**src/rtl/uart_apb_cmd_bridge.sv**
```systemverilog
// Framed UART command decoder driving a single APB master port.
// Each frame is a command byte, a big-endian address and, for writes, big-endian data; the reply is ACK/NAK plus any read data.
module uart_apb_cmd_bridge #(
  parameter int ADDR_BYTES     = 2,
  parameter int DATA_BYTES     = 4,
  parameter int TIMEOUT_CYCLES = 16
) (
  input  logic                    clk,
  input  logic                    rst_n,
  input  logic [7:0]              rx_data,
  input  logic                    rx_data_valid,
  output logic [7:0]              tx_data,
  output logic                    tx_data_valid,
  input  logic                    tx_ready,
  output logic [8*ADDR_BYTES-1:0] PADDR,
  output logic [8*DATA_BYTES-1:0] PWDATA,
  output logic                    PWRITE,
  output logic                    PSEL,
  output logic                    PENABLE,
  input  logic                    PREADY,
  input  logic [8*DATA_BYTES-1:0] PRDATA,
  input  logic                    PSLVERR,
  output logic                    busy
);

  localparam int AW   = 8 * ADDR_BYTES;
  localparam int DW   = 8 * DATA_BYTES;
  localparam int MAXB = (ADDR_BYTES > DATA_BYTES) ? ADDR_BYTES : DATA_BYTES;
  localparam int CW   = $clog2(MAXB + 1);
  localparam int RW   = $clog2(DATA_BYTES + 2);
  localparam int TW   = $clog2(TIMEOUT_CYCLES + 1);

  localparam logic [7:0] CMD_WRITE = 8'h57;
  localparam logic [7:0] CMD_READ  = 8'h52;
  localparam logic [7:0] RSP_ACK   = 8'h06;
  localparam logic [7:0] RSP_NAK   = 8'h15;

  localparam logic [2:0] S_CMD    = 3'd0;
  localparam logic [2:0] S_ADDR   = 3'd1;
  localparam logic [2:0] S_WDATA  = 3'd2;
  localparam logic [2:0] S_SETUP  = 3'd3;
  localparam logic [2:0] S_ACCESS = 3'd4;
  localparam logic [2:0] S_RESP   = 3'd5;

  logic [2:0]    state;
  logic [CW-1:0] byte_cnt;
  logic [AW-1:0] addr_reg;
  logic [DW-1:0] wdata_reg;
  logic [DW-1:0] rdata_reg;
  logic          write_reg;
  logic [7:0]    resp_code;
  logic [RW-1:0] resp_idx;
  logic [RW-1:0] resp_last;
  logic [TW-1:0] tmo_cnt;

  logic [7:0] data_byte [DATA_BYTES];
  logic [7:0] resp_byte;

  // Captured read data, split MSB-first so response byte k+1 is data_byte[k].
  for (genvar gi = 0; gi < DATA_BYTES; gi++) begin : g_rbytes
    assign data_byte[gi] = rdata_reg[DW-1-8*gi -: 8];
  end

  always_comb begin
    resp_byte = resp_code;
    for (int i = 0; i < DATA_BYTES; i++) begin
      if (resp_idx == RW'(i + 1)) resp_byte = data_byte[i];
    end
  end

  assign tx_data_valid = (state == S_RESP);
  assign tx_data       = (state == S_RESP) ? resp_byte : 8'h00;
  assign PSEL          = (state == S_SETUP) || (state == S_ACCESS);
  assign PENABLE       = (state == S_ACCESS);
  assign PADDR         = addr_reg;
  assign PWDATA        = wdata_reg;
  assign PWRITE        = write_reg;
  assign busy          = (state != S_CMD);

  always_ff @(posedge clk or negedge rst_n) begin
    if (!rst_n) begin
      state     <= S_CMD;
      byte_cnt  <= '0;
      addr_reg  <= '0;
      wdata_reg <= '0;
      rdata_reg <= '0;
      write_reg <= 1'b0;
      resp_code <= 8'h00;
      resp_idx  <= '0;
      resp_last <= '0;
      tmo_cnt   <= '0;
    end else begin
      case (state)
        S_CMD: begin
          if (rx_data_valid) begin
            byte_cnt <= '0;
            resp_idx <= '0;
            if (rx_data == CMD_WRITE) begin
              write_reg <= 1'b1;
              state     <= S_ADDR;
            end else if (rx_data == CMD_READ) begin
              write_reg <= 1'b0;
              state     <= S_ADDR;
            end else begin
              resp_code <= RSP_NAK;
              resp_last <= '0;
              state     <= S_RESP;
            end
          end
        end

        S_ADDR: begin
          if (rx_data_valid) begin
            addr_reg <= (addr_reg << 8) | AW'(rx_data);
            if (byte_cnt == CW'(ADDR_BYTES - 1)) begin
              byte_cnt <= '0;
              state    <= write_reg ? S_WDATA : S_SETUP;
            end else begin
              byte_cnt <= byte_cnt + 1'b1;
            end
          end
        end

        S_WDATA: begin
          if (rx_data_valid) begin
            wdata_reg <= (wdata_reg << 8) | DW'(rx_data);
            if (byte_cnt == CW'(DATA_BYTES - 1)) begin
              byte_cnt <= '0;
              state    <= S_SETUP;
            end else begin
              byte_cnt <= byte_cnt + 1'b1;
            end
          end
        end

        S_SETUP: begin
          tmo_cnt <= '0;
          state   <= S_ACCESS;
        end

        S_ACCESS: begin
          if (PREADY) begin
            if (!write_reg) rdata_reg <= PRDATA;
            resp_idx <= '0;
            state    <= S_RESP;
            if (PSLVERR) begin
              resp_code <= RSP_NAK;
              resp_last <= '0;
            end else begin
              resp_code <= RSP_ACK;
              resp_last <= write_reg ? RW'(0) : RW'(DATA_BYTES);
            end
          end else if (tmo_cnt == TW'(TIMEOUT_CYCLES - 1)) begin
            // Slave never answered: abandon the transfer and report NAK.
            resp_idx  <= '0;
            resp_code <= RSP_NAK;
            resp_last <= '0;
            state     <= S_RESP;
          end else begin
            tmo_cnt <= tmo_cnt + 1'b1;
          end
        end

        S_RESP: begin
          if (tx_ready) begin
            if (resp_idx == resp_last) begin
              resp_idx <= '0;
              state    <= S_CMD;
            end else begin
              resp_idx <= resp_idx + 1'b1;
            end
          end
        end

        default: state <= S_CMD;
      endcase
    end
  end

endmodule
```
**config.mk**
```make
export PLATFORM = sky130hd
export DESIGN_NAME = uart_apb_cmd_bridge
export DESIGN_NICKNAME = d
export VERILOG_FILES = /design/src/rtl/uart_apb_cmd_bridge.sv
export SDC_FILE = /design/constraint.sdc
export NUM_CORES = 1
export LEC_CHECK = 0
export CORE_AREA = 2 2 104 106
export DETAILED_ROUTE_END_ITERATION = 7
export DIE_AREA = 0 0 106 108
export PLACE_DENSITY = 0.75
export SLEW_MARGIN = 20
export SYNTH_ARGS = -nofsm -noshare
export SYNTH_HDL_FRONTEND = slang
export SYNTH_SLANG_ARGS = --single-unit
```
**constraint.sdc**
```tcl
create_clock -name clk -period 1.93 [get_ports clk]
set_input_delay 0.386 -clock clk [delete_from_list [all_inputs] [get_ports clk]]
set_output_delay 0.386 -clock clk [all_outputs]
set_load 0.02 [all_outputs]
```
Word-level counts from Yosys, hierarchy flattened:

Cells that the tools add are included.

* bits in registers: 106
* output and inout port bits: 61
* input port bits: 46
* word-level logic and storage cells: 108

* muxes and demuxes: 48
* bitwise operators: 3
* reductions and logical operators: 17
* $add $sub $neg: 3
* eq/ne operators: 27

Operators with widths (count)
* $mux 8: 10
* $mux 3: 26
* $or 32x8->32: 1
* $ne 2x2->1 const B: 9
* $pmux 3 s3: 2
* $pmux 3 s6: 1
* $eq 8x7->1 const B: 2
* $or 16x8->16: 1
* $pmux 8 s2: 1
* $eq 3x2->1 const B: 5
* $mux 5: 3
* $pmux 5 s2: 1
* $eq 3x1->1 const B: 3
* $eq 3x3->1 const B: 3
* $reduce_and 3->1: 3
* $reduce_bool 3->1: 3
* $reduce_and 4->1: 2
* $reduce_and 8->1: 1
* $add 3x1->3 const B: 2
* $pmux 3 s2: 1
* $reduce_bool 2->1: 3
* $add 5x1->5 const B: 1
* $eq 5x4->1 const B: 1
* $reduce_and 5->1: 1
* other kinds (8): 12

Depth between registers and ports, before layout:

Gate-level depths: netlist of the first run.

* depth after elaboration: 6
* mapped depth: 7
* depth with buffers taken out: 7

Least setup slack after synthesis of the first run:

No wires, ideal clock.

* kind: reg2out
* start point: reg resp_idx[0]
* end point: out tx_data[0]
* path buffers: 1
* arrival time: 1.901 ns
* cell stages (with the launch flop): 8
* path slack: -0.357 ns
* cell sequence: dfrtp_1 inv_1 ha_1 clkbuf_1 o21ba_2 o21bai_1 a21o_1 a311oi_1

* cells in the longest elaborated chain, start to end: 6

Ends and longest elaborated chain
* start, declared: line 52 `logic [RW-1:0] resp_idx;`
* start signal, assigned: line 170 `resp_idx <= resp_idx + 1'b1;`
* $eq 3x1->1: line 67 `if (resp_idx == RW'(i + 1)) resp_byte = data_byte[i];`
* $mux 8 (3 in a row): line 67
* $mux 8 (*): line 67
* $mux 8 (*): line 72 `assign tx_data = (state == S_RESP) ? resp_byte : 8'h00;`
* end, declared: line 12 `output logic [7:0] tx_data,`

Every way passes the cells marked *; elsewhere a longest branch is shown, timed or not.

Worst setup path in the final report of the first run:

* start point: reg resp_idx[0]
* end point: out tx_data[5]

The elaborated chain is that of the path after synthesis.

==> report_table.html, run 1 <==
<table>
<tr><th>Metric</th><th>Value</th></tr>
<tr><th colspan="2">Timing</th></tr>
<tr><td>Period minus WS final</td><td>around 2.4 ns</td></tr>
<tr><td>Hold violation total from the final report</td><td>0</td></tr>
<tr><td>RSZ-0062 raised after global routing</td><td>yes</td></tr>
<tr><td>Setup Viol. Count Final</td><td>8</td></tr>
<tr><td>Final Max Slew Viols</td><td>0</td></tr>
<tr><td>Post-Route Setup TNS</td><td>-3.59 ns</td></tr>
<tr><td>Timing-limited maximum frequency</td><td>just over 400 MHz</td></tr>
<tr><td>Final clock skew</td><td>0.00851 ns</td></tr>
<tr><td>Relative slew slack</td><td>about 64%</td></tr>
<tr><td>Share of the clock period used by the worst path</td><td>126%</td></tr>
<tr><td>Final worst setup slack</td><td>-0.508 ns</td></tr>
<tr><td>Slew @ Worst Pin</td><td>approximately 0.54 ns</td></tr>
<tr><th colspan="2">Critical path</th></tr>
<tr><td>Most common cell type on the critical path</td><td>sky130_fd_sc_hd__a21oi_2</td></tr>
<tr><td>Crit-path max cell delay</td><td>approximately 0.43 ns</td></tr>
<tr><td>CP Data Required Time</td><td>~1.5 ns</td></tr>
<tr><td>Critical path's top delay family</td><td>compound AO/OA/AOI/OAI gates</td></tr>
<tr><td>Arrival time of data at the critical path endpoint</td><td>about 2 ns</td></tr>
<tr><td>Kind of capture point of the worst setup path</td><td>output port</td></tr>
<tr><td>Register-to-Register Path Depth</td><td>9</td></tr>
<tr><td>Maximum fanout encountered on the critical timing path</td><td>4</td></tr>
<tr><td>WP depth</td><td>7</td></tr>
<tr><td>Cell at the slowest stage of the critical path</td><td>sky130_fd_sc_hd__dfrtp_1</td></tr>
<tr><td>Critical path class</td><td>reg2out</td></tr>
<tr><td>Startpoint of the most critical setup path</td><td>resp_idx[0]</td></tr>
<tr><td>Reg-to-reg startpoint</td><td>tmo_cnt[0]</td></tr>
<tr><td>Total buffers and inverters traversed by the critical path</td><td>1</td></tr>
<tr><td>Worst Setup Start Kind</td><td>register</td></tr>
<tr><td>Critical-path cell list</td><td>ha_2 -&gt; ha_4 -&gt; or2_4 -&gt; a21oi_2 -&gt; a21oi_2 -&gt; a211oi_2 -&gt; buf_4</td></tr>
<tr><th colspan="2">GRT</th></tr>
<tr><td>Via count of the first global-routing pass</td><td>between 3000 and 4000</td></tr>
<tr><td>Pin count of the biggest net entering global routing</td><td>around 40</td></tr>
<tr><td>Global-route wire length before repair</td><td>17200 um</td></tr>
<tr><td>GR Util All Layers</td><td>between 10% and 20%</td></tr>
<tr><td>Number of antenna violations at the first check in global routing</td><td>0</td></tr>
<tr><td>Total global routing overflow</td><td>0</td></tr>
<tr><th colspan="2">Place</th></tr>
<tr><td>DP HPWL</td><td>roughly 7500 um</td></tr>
<tr><td>Final estimated routing congestion in global placement</td><td>roughly 0.91</td></tr>
<tr><td>Count of port buffers added during placement</td><td>around 110</td></tr>
<tr><td>Worst slack after detailed placement</td><td>-0.613 ns</td></tr>
<tr><td>Post-Place Cells</td><td>approximately 640</td></tr>
<tr><th colspan="2">Yosys</th></tr>
<tr><td>Combined area of all synthesized cells</td><td>between 4000 and 5000 sq um</td></tr>
<tr><td>Total of warnings raised by yosys</td><td>0</td></tr>
<tr><td>Async set or reset register ratio after synthesis</td><td>100%</td></tr>
<tr><td>Number of nets produced by synthesis</td><td>between 400 and 500</td></tr>
<tr><td>Syn Area/Cell</td><td>roughly 12 sq um</td></tr>
<tr><td>Synthesized flop and latch total</td><td>99</td></tr>
<tr><td>Number of enable-type register cells in the synthesized netlist</td><td>0</td></tr>
<tr><td>Distinct cell type count after synthesis</td><td>between 50 and 60</td></tr>
<tr><td>Cell count after synthesis</td><td>approximately 370</td></tr>
<tr><td>Ys flop type</td><td>sky130_fd_sc_hd__dfrtp_1</td></tr>
<tr><td>Portion of the post-synthesis area used by sequential elements</td><td>a little over half</td></tr>
<tr><th colspan="2">Floorplan</th></tr>
<tr><td>Area of the die</td><td>about 11000 sq um</td></tr>
<tr><td>Placement row count</td><td>37</td></tr>
<tr><td>Top-level I/O count</td><td>107</td></tr>
<tr><td>Core footprint</td><td>10200 sq um</td></tr>
<tr><td>Y dimension of the die</td><td>roughly 110 um</td></tr>
<tr><td>Starting density of the core</td><td>44.8%</td></tr>
<tr><td>DIE WIDTH</td><td>106 um</td></tr>
<tr><th colspan="2">Power</th></tr>
<tr><td>Leakage</td><td>2.86 nW</td></tr>
<tr><td>Part of the total power dissipated in the clock network</td><td>between 10% and 20%</td></tr>
<tr><td>Maximum VDD drop</td><td>approximately 1000 uV</td></tr>
<tr><td>Relative contribution of sequential cells to total power</td><td>between 30 and 40%</td></tr>
<tr><td>Power density normalized to cell area</td><td>1350 nW/um^2</td></tr>
<tr><td>Combinational fraction of design power</td><td>between 40% and 50%</td></tr>
<tr><td>Switch Pwr</td><td>roughly 0.0033 W</td></tr>
<tr><td>Switching Share</td><td>between 30% and 40%</td></tr>
<tr><td>Internal power consumption</td><td>about 0.0055 W</td></tr>
<tr><td>Overall power consumption</td><td>about 0.0087 W</td></tr>
<tr><th colspan="2">Route</th></tr>
<tr><td>Routed WL</td><td>roughly 11000 um</td></tr>
<tr><td>1st-pass router iterations</td><td>4</td></tr>
<tr><td>Via-per-instance ratio</td><td>~5</td></tr>
<tr><td>Residual DRC count</td><td>0</td></tr>
<tr><td>Routed len/inst</td><td>about 16 um</td></tr>
<tr><td>Number of violations reported at the end of detailed-routing iteration 0</td><td>about 170</td></tr>
<tr><td>Number of antenna-violating nets in the routed design</td><td>0</td></tr>
<tr><td>Total via count after detailed routing</td><td>roughly 3400</td></tr>
<tr><th colspan="2">Outcome</th></tr>
<tr><td>Result of the run</td><td>complete, but fails checks</td></tr>
<tr><td>Violations in the final reports</td><td>negative setup slack</td></tr>
<tr><th colspan="2">Clocking</th></tr>
<tr><td>TritonCTS clock tree</td><td>yes</td></tr>
<tr><td>Clock transition at the register clock pins on the worst setup and hold paths after CTS</td><td>0.10 ns</td></tr>
<tr><td>Clock Path Buffers</td><td>2</td></tr>
<tr><td>Clock sinks</td><td>a little under 100</td></tr>
<tr><td>Number of clock buffers inserted by TritonCTS</td><td>9</td></tr>
<tr><td>Maximum level of the CTS H-tree</td><td>3</td></tr>
<tr><td>CTS Root Buffer Type</td><td>sky130_fd_sc_hd__clkbuf_8</td></tr>
<tr><td>Clock insertion delay at the later pin of the skew report</td><td>~0.37 ns</td></tr>
<tr><th colspan="2">Finish</th></tr>
<tr><td>Post-layout net count</td><td>between 500 and 600</td></tr>
<tr><td>Area added between synthesis and finish</td><td>41.6%</td></tr>
<tr><td>Ratio of cells with drive above 1 in the final layout</td><td>about 29%</td></tr>
<tr><td>Post-layout util</td><td>between 60 and 70%</td></tr>
<tr><td>Antenna cell count</td><td>0</td></tr>
<tr><td>Post-route non-filler standard cell count</td><td>~670</td></tr>
<tr><th colspan="2">Worst hold path</th></tr>
<tr><td>Min-delay worst type</td><td>reg2reg</td></tr>
<tr><td>Hold wc startpoint</td><td>data_byte[8]</td></tr>
<tr><td>Worst hold path cell count</td><td>1</td></tr>
<tr><th colspan="2">Job</th></tr>
<tr><td>Max Cap Violations</td><td>0</td></tr>
</table>
==> synth_stat cells, types with 6 or more instances <==
library cell,count,area [sq um]
sky130_fd_sc_hd__dfrtp_1,99,2480
sky130_fd_sc_hd__mux2_1,38,428
sky130_fd_sc_hd__buf_2,6,30.0
sky130_fd_sc_hd__a211oi_1,9,67.6
sky130_fd_sc_hd__nor2_1,21,78.8
sky130_fd_sc_hd__a21oi_1,15,75.1
sky130_fd_sc_hd__inv_1,12,45.0
sky130_fd_sc_hd__nand3_1,8,40.0
sky130_fd_sc_hd__o21ai_0,8,40.0
sky130_fd_sc_hd__mux2_2,42,473
sky130_fd_sc_hd__ha_1,11,138
sky130_fd_sc_hd__nand2_1,26,97.6
sky130_fd_sc_hd__nand2b_1,9,56.3
==> final timing paths <==
path	to	slack (ns)
max in group asynchronous	data_byte[25]	0.77
min in group asynchronous	data_byte[22]	0.54
hold reg to reg	data_byte[8]	0.50
hold / removal	data_byte[8]	0.50
setup reg to reg	resp_last[2]	0.11
setup / recovery	tx_data[5]	-0.51
==> worst register-to-register path, stage by stage (launching register included) <==
cell                      delay, ns
sky130_fd_sc_hd__dfrtp_1       0.40
sky130_fd_sc_hd__ha_2          0.21
sky130_fd_sc_hd__and3_1        0.16
sky130_fd_sc_hd__ha_2          0.20
sky130_fd_sc_hd__nor3b_1       0.05
sky130_fd_sc_hd__buf_4         0.15
sky130_fd_sc_hd__nor3_1        0.13
sky130_fd_sc_hd__o41ai_1       0.10
sky130_fd_sc_hd__buf_4         0.15
sky130_fd_sc_hd__a21o_1        0.17
==> layer usage <==
metal  part of all wire [%]  global-route usage (%)  wire (um)  vias up
met5                      0                       0          0        -
li1                       -                       -          -     1620
met2                     49                    32.4       5240       99
met1                     42                    23.4       4510     1644
met3                    7.6                    6.81        817       11
met4                    1.2                    5.26        125        0
==> per-stage QoR <==
stage	area (sq um)	hold slack (ns)
detailed placement	6120	0.405
global route	6490	0.523
global placement	6120	0.402
finish	6490	0.497
CTS	6370	0.500
floorplan	4640	0.0904
==> flip-flops by register name, indices dropped and copies added, names as in the netlist, 3 cells and up <==
name       flops
data_byte     32
PWDATA        32
resp_idx       3
byte_cnt       3
state          3
resp_code      3
tmo_cnt        5
PADDR         16
==> cell families (layout without fill, tap and decap cells) <==
logic type | count (synthesis) | in the layout | synth area share [%]
DFF | 99 | 99 | 54.0
and+or+nand+nor | 93 | 93 | 10.6
muxes | 83 | 83 | 20.3
AOI/OAI and AO/OA | 57 | 57 | 8.24
buffers and inverters | 28 | 183 | 3.28
adders and majority gates | 11 | 11 | 3.00
xor gates and xnor gates | 3 | 3 | 0.573
==> power by group through the flow <==
stage	Clock (W)	Sequential, W	Combinational (W)
6_report	0.00130	0.00339	0.00405
2_1_floorplan	0	0.00366	0.00180
3_3_place_gp	0	0.00338	0.00379
3_5_place_dp	0	0.00341	0.00386
5_1_grt	0.00143	0.00351	0.00437
4_1_cts	0.00135	0.00339	0.00389
==> repair_timing <==
item | 4_1_cts | 5_1_grt
hold endpoints to repair | 1 | 0
hold buffers | 1 | 0
pin swaps | 4 | 3
setup endpoints to repair | 12 | 19
gates resized for setup | 61 | 20
setup buffers | 2 | 7
==> final cells by class <==
class / instances / area (sq um)
fillers: 785 / 3740
flip-flops and latches: 99 / 2480
multi-input cells: 247 / 2120
repair buffers: 155 / 1490
well taps: 136 / 170
clock buffers: 10 / 138
clock inverters: 6 / 55.1
inverters: 12 / 45.0
==> cells in the final DEF (no fill, tap or decap), types with 10 or more instances in the layout <==
cell                              count
sky130_fd_sc_hd__inv_1               11
sky130_fd_sc_hd__clkdlybuf4s50_1     93
sky130_fd_sc_hd__nand2_1             24
sky130_fd_sc_hd__dfrtp_1             99
sky130_fd_sc_hd__mux2_1              38
sky130_fd_sc_hd__nor2_1              20
sky130_fd_sc_hd__mux2_2              42
sky130_fd_sc_hd__clkbuf_8            10
sky130_fd_sc_hd__buf_4               45
Note: power is estimated with default switching activity, not from simulation.
==> inputs of run 2 (changes only) <==
CORE_AREA = 2 2 110 101   (was 2 2 104 106)
DIE_AREA = 0 0 112 103   (was 0 0 106 108)
==> report_table.html, run 2 (synthesis results as in run 1) <==
<table>
<tr><th>Metric</th><th>Value</th></tr>
<tr><th colspan="2">Route</th></tr>
<tr><td>Number of violations reported at the end of detailed-routing iteration 0</td><td>roughly 190</td></tr>
<tr><td>Number of antenna-violating nets in the routed design</td><td>0</td></tr>
<tr><td>Routed len/inst</td><td>around 18 um</td></tr>
<tr><td>Residual DRC count</td><td>0</td></tr>
<tr><td>1st-pass router iterations</td><td>4</td></tr>
<tr><td>Total via count after detailed routing</td><td>between 3000 and 4000</td></tr>
<tr><td>Via-per-instance ratio</td><td>between 5 and 6</td></tr>
<tr><td>Routed WL</td><td>12100 um</td></tr>
<tr><th colspan="2">Timing</th></tr>
<tr><td>Slew @ Worst Pin</td><td>0.471 ns</td></tr>
<tr><td>Period minus WS final</td><td>around 2.4 ns</td></tr>
<tr><td>Hold violation total from the final report</td><td>9</td></tr>
<tr><td>RSZ-0062 raised after global routing</td><td>yes</td></tr>
<tr><td>Post-Route Setup TNS</td><td>-2.96 ns</td></tr>
<tr><td>Minimum hold slack</td><td>-0.00880 ns</td></tr>
<tr><td>Setup Viol. Count Final</td><td>8</td></tr>
<tr><td>Relative slew slack</td><td>a little under 70%</td></tr>
<tr><td>Final clock skew</td><td>0.00753 ns</td></tr>
<tr><td>Share of the clock period used by the worst path</td><td>124%</td></tr>
<tr><td>Timing-limited maximum frequency</td><td>around 420 MHz</td></tr>
<tr><td>Final worst setup slack</td><td>-0.459 ns</td></tr>
<tr><td>Final Max Slew Viols</td><td>0</td></tr>
<tr><th colspan="2">Critical path</th></tr>
<tr><td>Crit-path max cell delay</td><td>about 0.43 ns</td></tr>
<tr><td>Kind of capture point of the worst setup path</td><td>output port</td></tr>
<tr><td>Total buffers and inverters traversed by the critical path</td><td>1</td></tr>
<tr><td>Critical-path cell list</td><td>ha_2 -&gt; ha_4 -&gt; or2_4 -&gt; a21oi_2 -&gt; a21oi_2 -&gt; a211oi_2 -&gt; buf_4</td></tr>
<tr><td>Cell at the slowest stage of the critical path</td><td>sky130_fd_sc_hd__dfrtp_1</td></tr>
<tr><td>CP Data Required Time</td><td>about 1.5 ns</td></tr>
<tr><td>Arrival time of data at the critical path endpoint</td><td>2.00 ns</td></tr>
<tr><td>Critical path class</td><td>reg2out</td></tr>
<tr><td>Critical path's top delay family</td><td>flip-flops</td></tr>
<tr><td>Worst reg2reg setup slack</td><td>about 0.040 ns</td></tr>
<tr><td>Worst Setup Start Kind</td><td>register</td></tr>
<tr><td>Most common cell type on the critical path</td><td>sky130_fd_sc_hd__a21oi_2</td></tr>
<tr><td>Maximum fanout encountered on the critical timing path</td><td>4</td></tr>
<tr><th colspan="2">Finish</th></tr>
<tr><td>Most common library cell in the layout ignoring fill and taps</td><td>sky130_fd_sc_hd__dfrtp_1</td></tr>
<tr><td>Fill cells</td><td>804</td></tr>
<tr><td>Area added between synthesis and finish</td><td>47.5%</td></tr>
<tr><td>Antenna cell count</td><td>0</td></tr>
<tr><td>Final cell area excluding filler cells</td><td>approximately 6800 sq um</td></tr>
<tr><td>Flip-flop and latch area</td><td>~2500 sq um</td></tr>
<tr><td>Post-layout net count</td><td>a little under 600</td></tr>
<tr><td>Most used cells in the layout excluding fill and tap cells</td><td>sky130_fd_sc_hd__dfrtp_1, sky130_fd_sc_hd__clkdlybuf4s50_1, sky130_fd_sc_hd__buf_4</td></tr>
<tr><td>Multi-input gate area</td><td>approximately 2200 sq um</td></tr>
<tr><td>Ratio of cells with drive above 1 in the final layout</td><td>roughly a third</td></tr>
<tr><th colspan="2">Floorplan</th></tr>
<tr><td>Core footprint</td><td>between 10000 and 15000 sq um</td></tr>
<tr><td>Placement row count</td><td>36</td></tr>
<tr><td>Starting density of the core</td><td>43.5%</td></tr>
<tr><td>Top-level I/O count</td><td>roughly 110</td></tr>
<tr><td>Y dimension of the die</td><td>103 um</td></tr>
<tr><td>Area of the die</td><td>11500 sq um</td></tr>
<tr><td>DIE WIDTH</td><td>between 100 and 150 um</td></tr>
<tr><th colspan="2">Place</th></tr>
<tr><td>Count of port buffers added during placement</td><td>roughly 110</td></tr>
<tr><td>DP HPWL</td><td>roughly 8000 um</td></tr>
<tr><td>Placement-stage cell area</td><td>6100 sq um</td></tr>
<tr><td>Final estimated routing congestion in global placement</td><td>~0.9</td></tr>
<tr><th colspan="2">Clocking</th></tr>
<tr><td>Clock insertion delay at the later pin of the skew report</td><td>~0.34 ns</td></tr>
<tr><td>Number of clock buffers inserted by TritonCTS</td><td>9</td></tr>
<tr><td>Post-cts hold buffer count</td><td>0</td></tr>
<tr><td>Clock Path Buffers</td><td>2</td></tr>
<tr><td>Clock transition at the register clock pins on the worst setup and hold paths after CTS</td><td>0.07 ns</td></tr>
<tr><td>Clock sinks</td><td>between 90 and 100</td></tr>
<tr><td>Maximum level of the CTS H-tree</td><td>3</td></tr>
<tr><td>TritonCTS clock tree</td><td>yes</td></tr>
<tr><td>CTS Root Buffer Type</td><td>sky130_fd_sc_hd__clkbuf_16</td></tr>
<tr><th colspan="2">GRT</th></tr>
<tr><td>Pin count of the biggest net entering global routing</td><td>37</td></tr>
<tr><td>Number of antenna violations at the first check in global routing</td><td>0</td></tr>
<tr><td>GR Util All Layers</td><td>19.8%</td></tr>
<tr><td>Global-route wire length before repair</td><td>about 18000 um</td></tr>
<tr><td>Via count of the first global-routing pass</td><td>3562</td></tr>
<tr><td>Total global routing overflow</td><td>0</td></tr>
<tr><th colspan="2">Power</th></tr>
<tr><td>Leakage</td><td>~3.0 nW</td></tr>
<tr><td>Maximum VDD drop</td><td>909 uV</td></tr>
<tr><td>Power density normalized to cell area</td><td>approximately 1400 nW/um^2</td></tr>
<tr><th colspan="2">Outcome</th></tr>
<tr><td>Violations in the final reports</td><td>negative hold slack, negative setup slack</td></tr>
<tr><td>Result of the run</td><td>complete, but fails checks</td></tr>
<tr><th colspan="2">Worst hold path</th></tr>
<tr><td>Min-delay worst type</td><td>in2async</td></tr>
<tr><th colspan="2">Job</th></tr>
<tr><td>Max Cap Violations</td><td>0</td></tr>
</table>
## run 2: changes by cell type in the layout (fill, tap and decap cells not counted), sizes merged, moves of 2 or more
cell,delta
buf,+4
clkbuf,+2
clkdlybuf4s15,-2
clkinv,-2
## run 2: metrics by stage
stage / utilization [%] / worst slack, ns / hold WS (ns) / power, W / cells
after global placement: 57.8 / -0.542 / 0.372 / 0.00717 / 634
after global routing: 64.1 / -0.524 / 0.0221 / 0.0103 / 666
final: 64.1 / -0.459 / -0.00880 / 0.00971 / 666
after detailed placement: 57.8 / -0.591 / 0.372 / 0.00730 / 634
after CTS: 61.6 / -0.425 / 0.00476 / 0.00931 / 653
after floorplan: - / -0.0189 / 0.0904 / 0.00546 / 374
## run 2: cell type report
class | count | area share (%)
clock inverters | 7 | 1.31
well taps | 133 | 2.46
repair buffers | 159 | 23.3
multi-input cells | 247 | 32.3
flip-flops and latches | 99 | 36.7
inverters | 12 | 0.666
clock buffers | 9 | 3.33
## run 2: final timing paths
kind,start,end,depth (start not counted)
setup / recovery,resp_idx[1],tx_data[6],7
hold / removal,rst_n,tmo_cnt[3],1
setup reg to reg,tmo_cnt[0],resp_code[0],9
hold reg to reg,data_byte[18],data_byte[18],1
max in group asynchronous,rst_n,PWRITE,2
min in group clk,data_byte[18],data_byte[18],1
## run 2: what timing repair did
item                       CTS  global route
pin swaps                   10             5
gates cloned                 0             4
setup buffers                3             9
gates resized for setup     70            40
setup endpoints to repair   12            54
## run 2: worst reg2reg max path, stage by stage (launching register included)
cell                      delay [ns]
sky130_fd_sc_hd__dfrtp_1        0.42
sky130_fd_sc_hd__ha_2           0.22
sky130_fd_sc_hd__and3_1         0.14
sky130_fd_sc_hd__ha_1           0.21
sky130_fd_sc_hd__nor3b_1        0.25
sky130_fd_sc_hd__buf_4          0.18
sky130_fd_sc_hd__nor3_2         0.04
sky130_fd_sc_hd__o41ai_1        0.06
sky130_fd_sc_hd__buf_4          0.19
sky130_fd_sc_hd__a21oi_1        0.06
## run 2: report_power, final
part	switching [W]	internal (W)	total [W]	leakage, nW
Clock	0.000855	0.00104	0.00190	0.152
Combinational	0.00205	0.00233	0.00437	1.59
Sequential	0.000575	0.00286	0.00344	1.25
## run 2: metal layers
metal / routed length [um] / share of wire, % / GRT usage, %
met5: 0 / 0 / 0
met4: 279 / 2.3 / 6.38
met1: 4770 / 39 / 22.5
met3: 917 / 7.6 / 8.17
met2: 6140 / 51 / 34.5
==> inputs of run 3 (changes only) <==
CTS_CLUSTER_DIAMETER = 100   (was default)
SLEW_MARGIN = default   (was 20)
==> results of run 3 <==
Same layout as run 2: the final DEF is identical, and so are final timing and power.
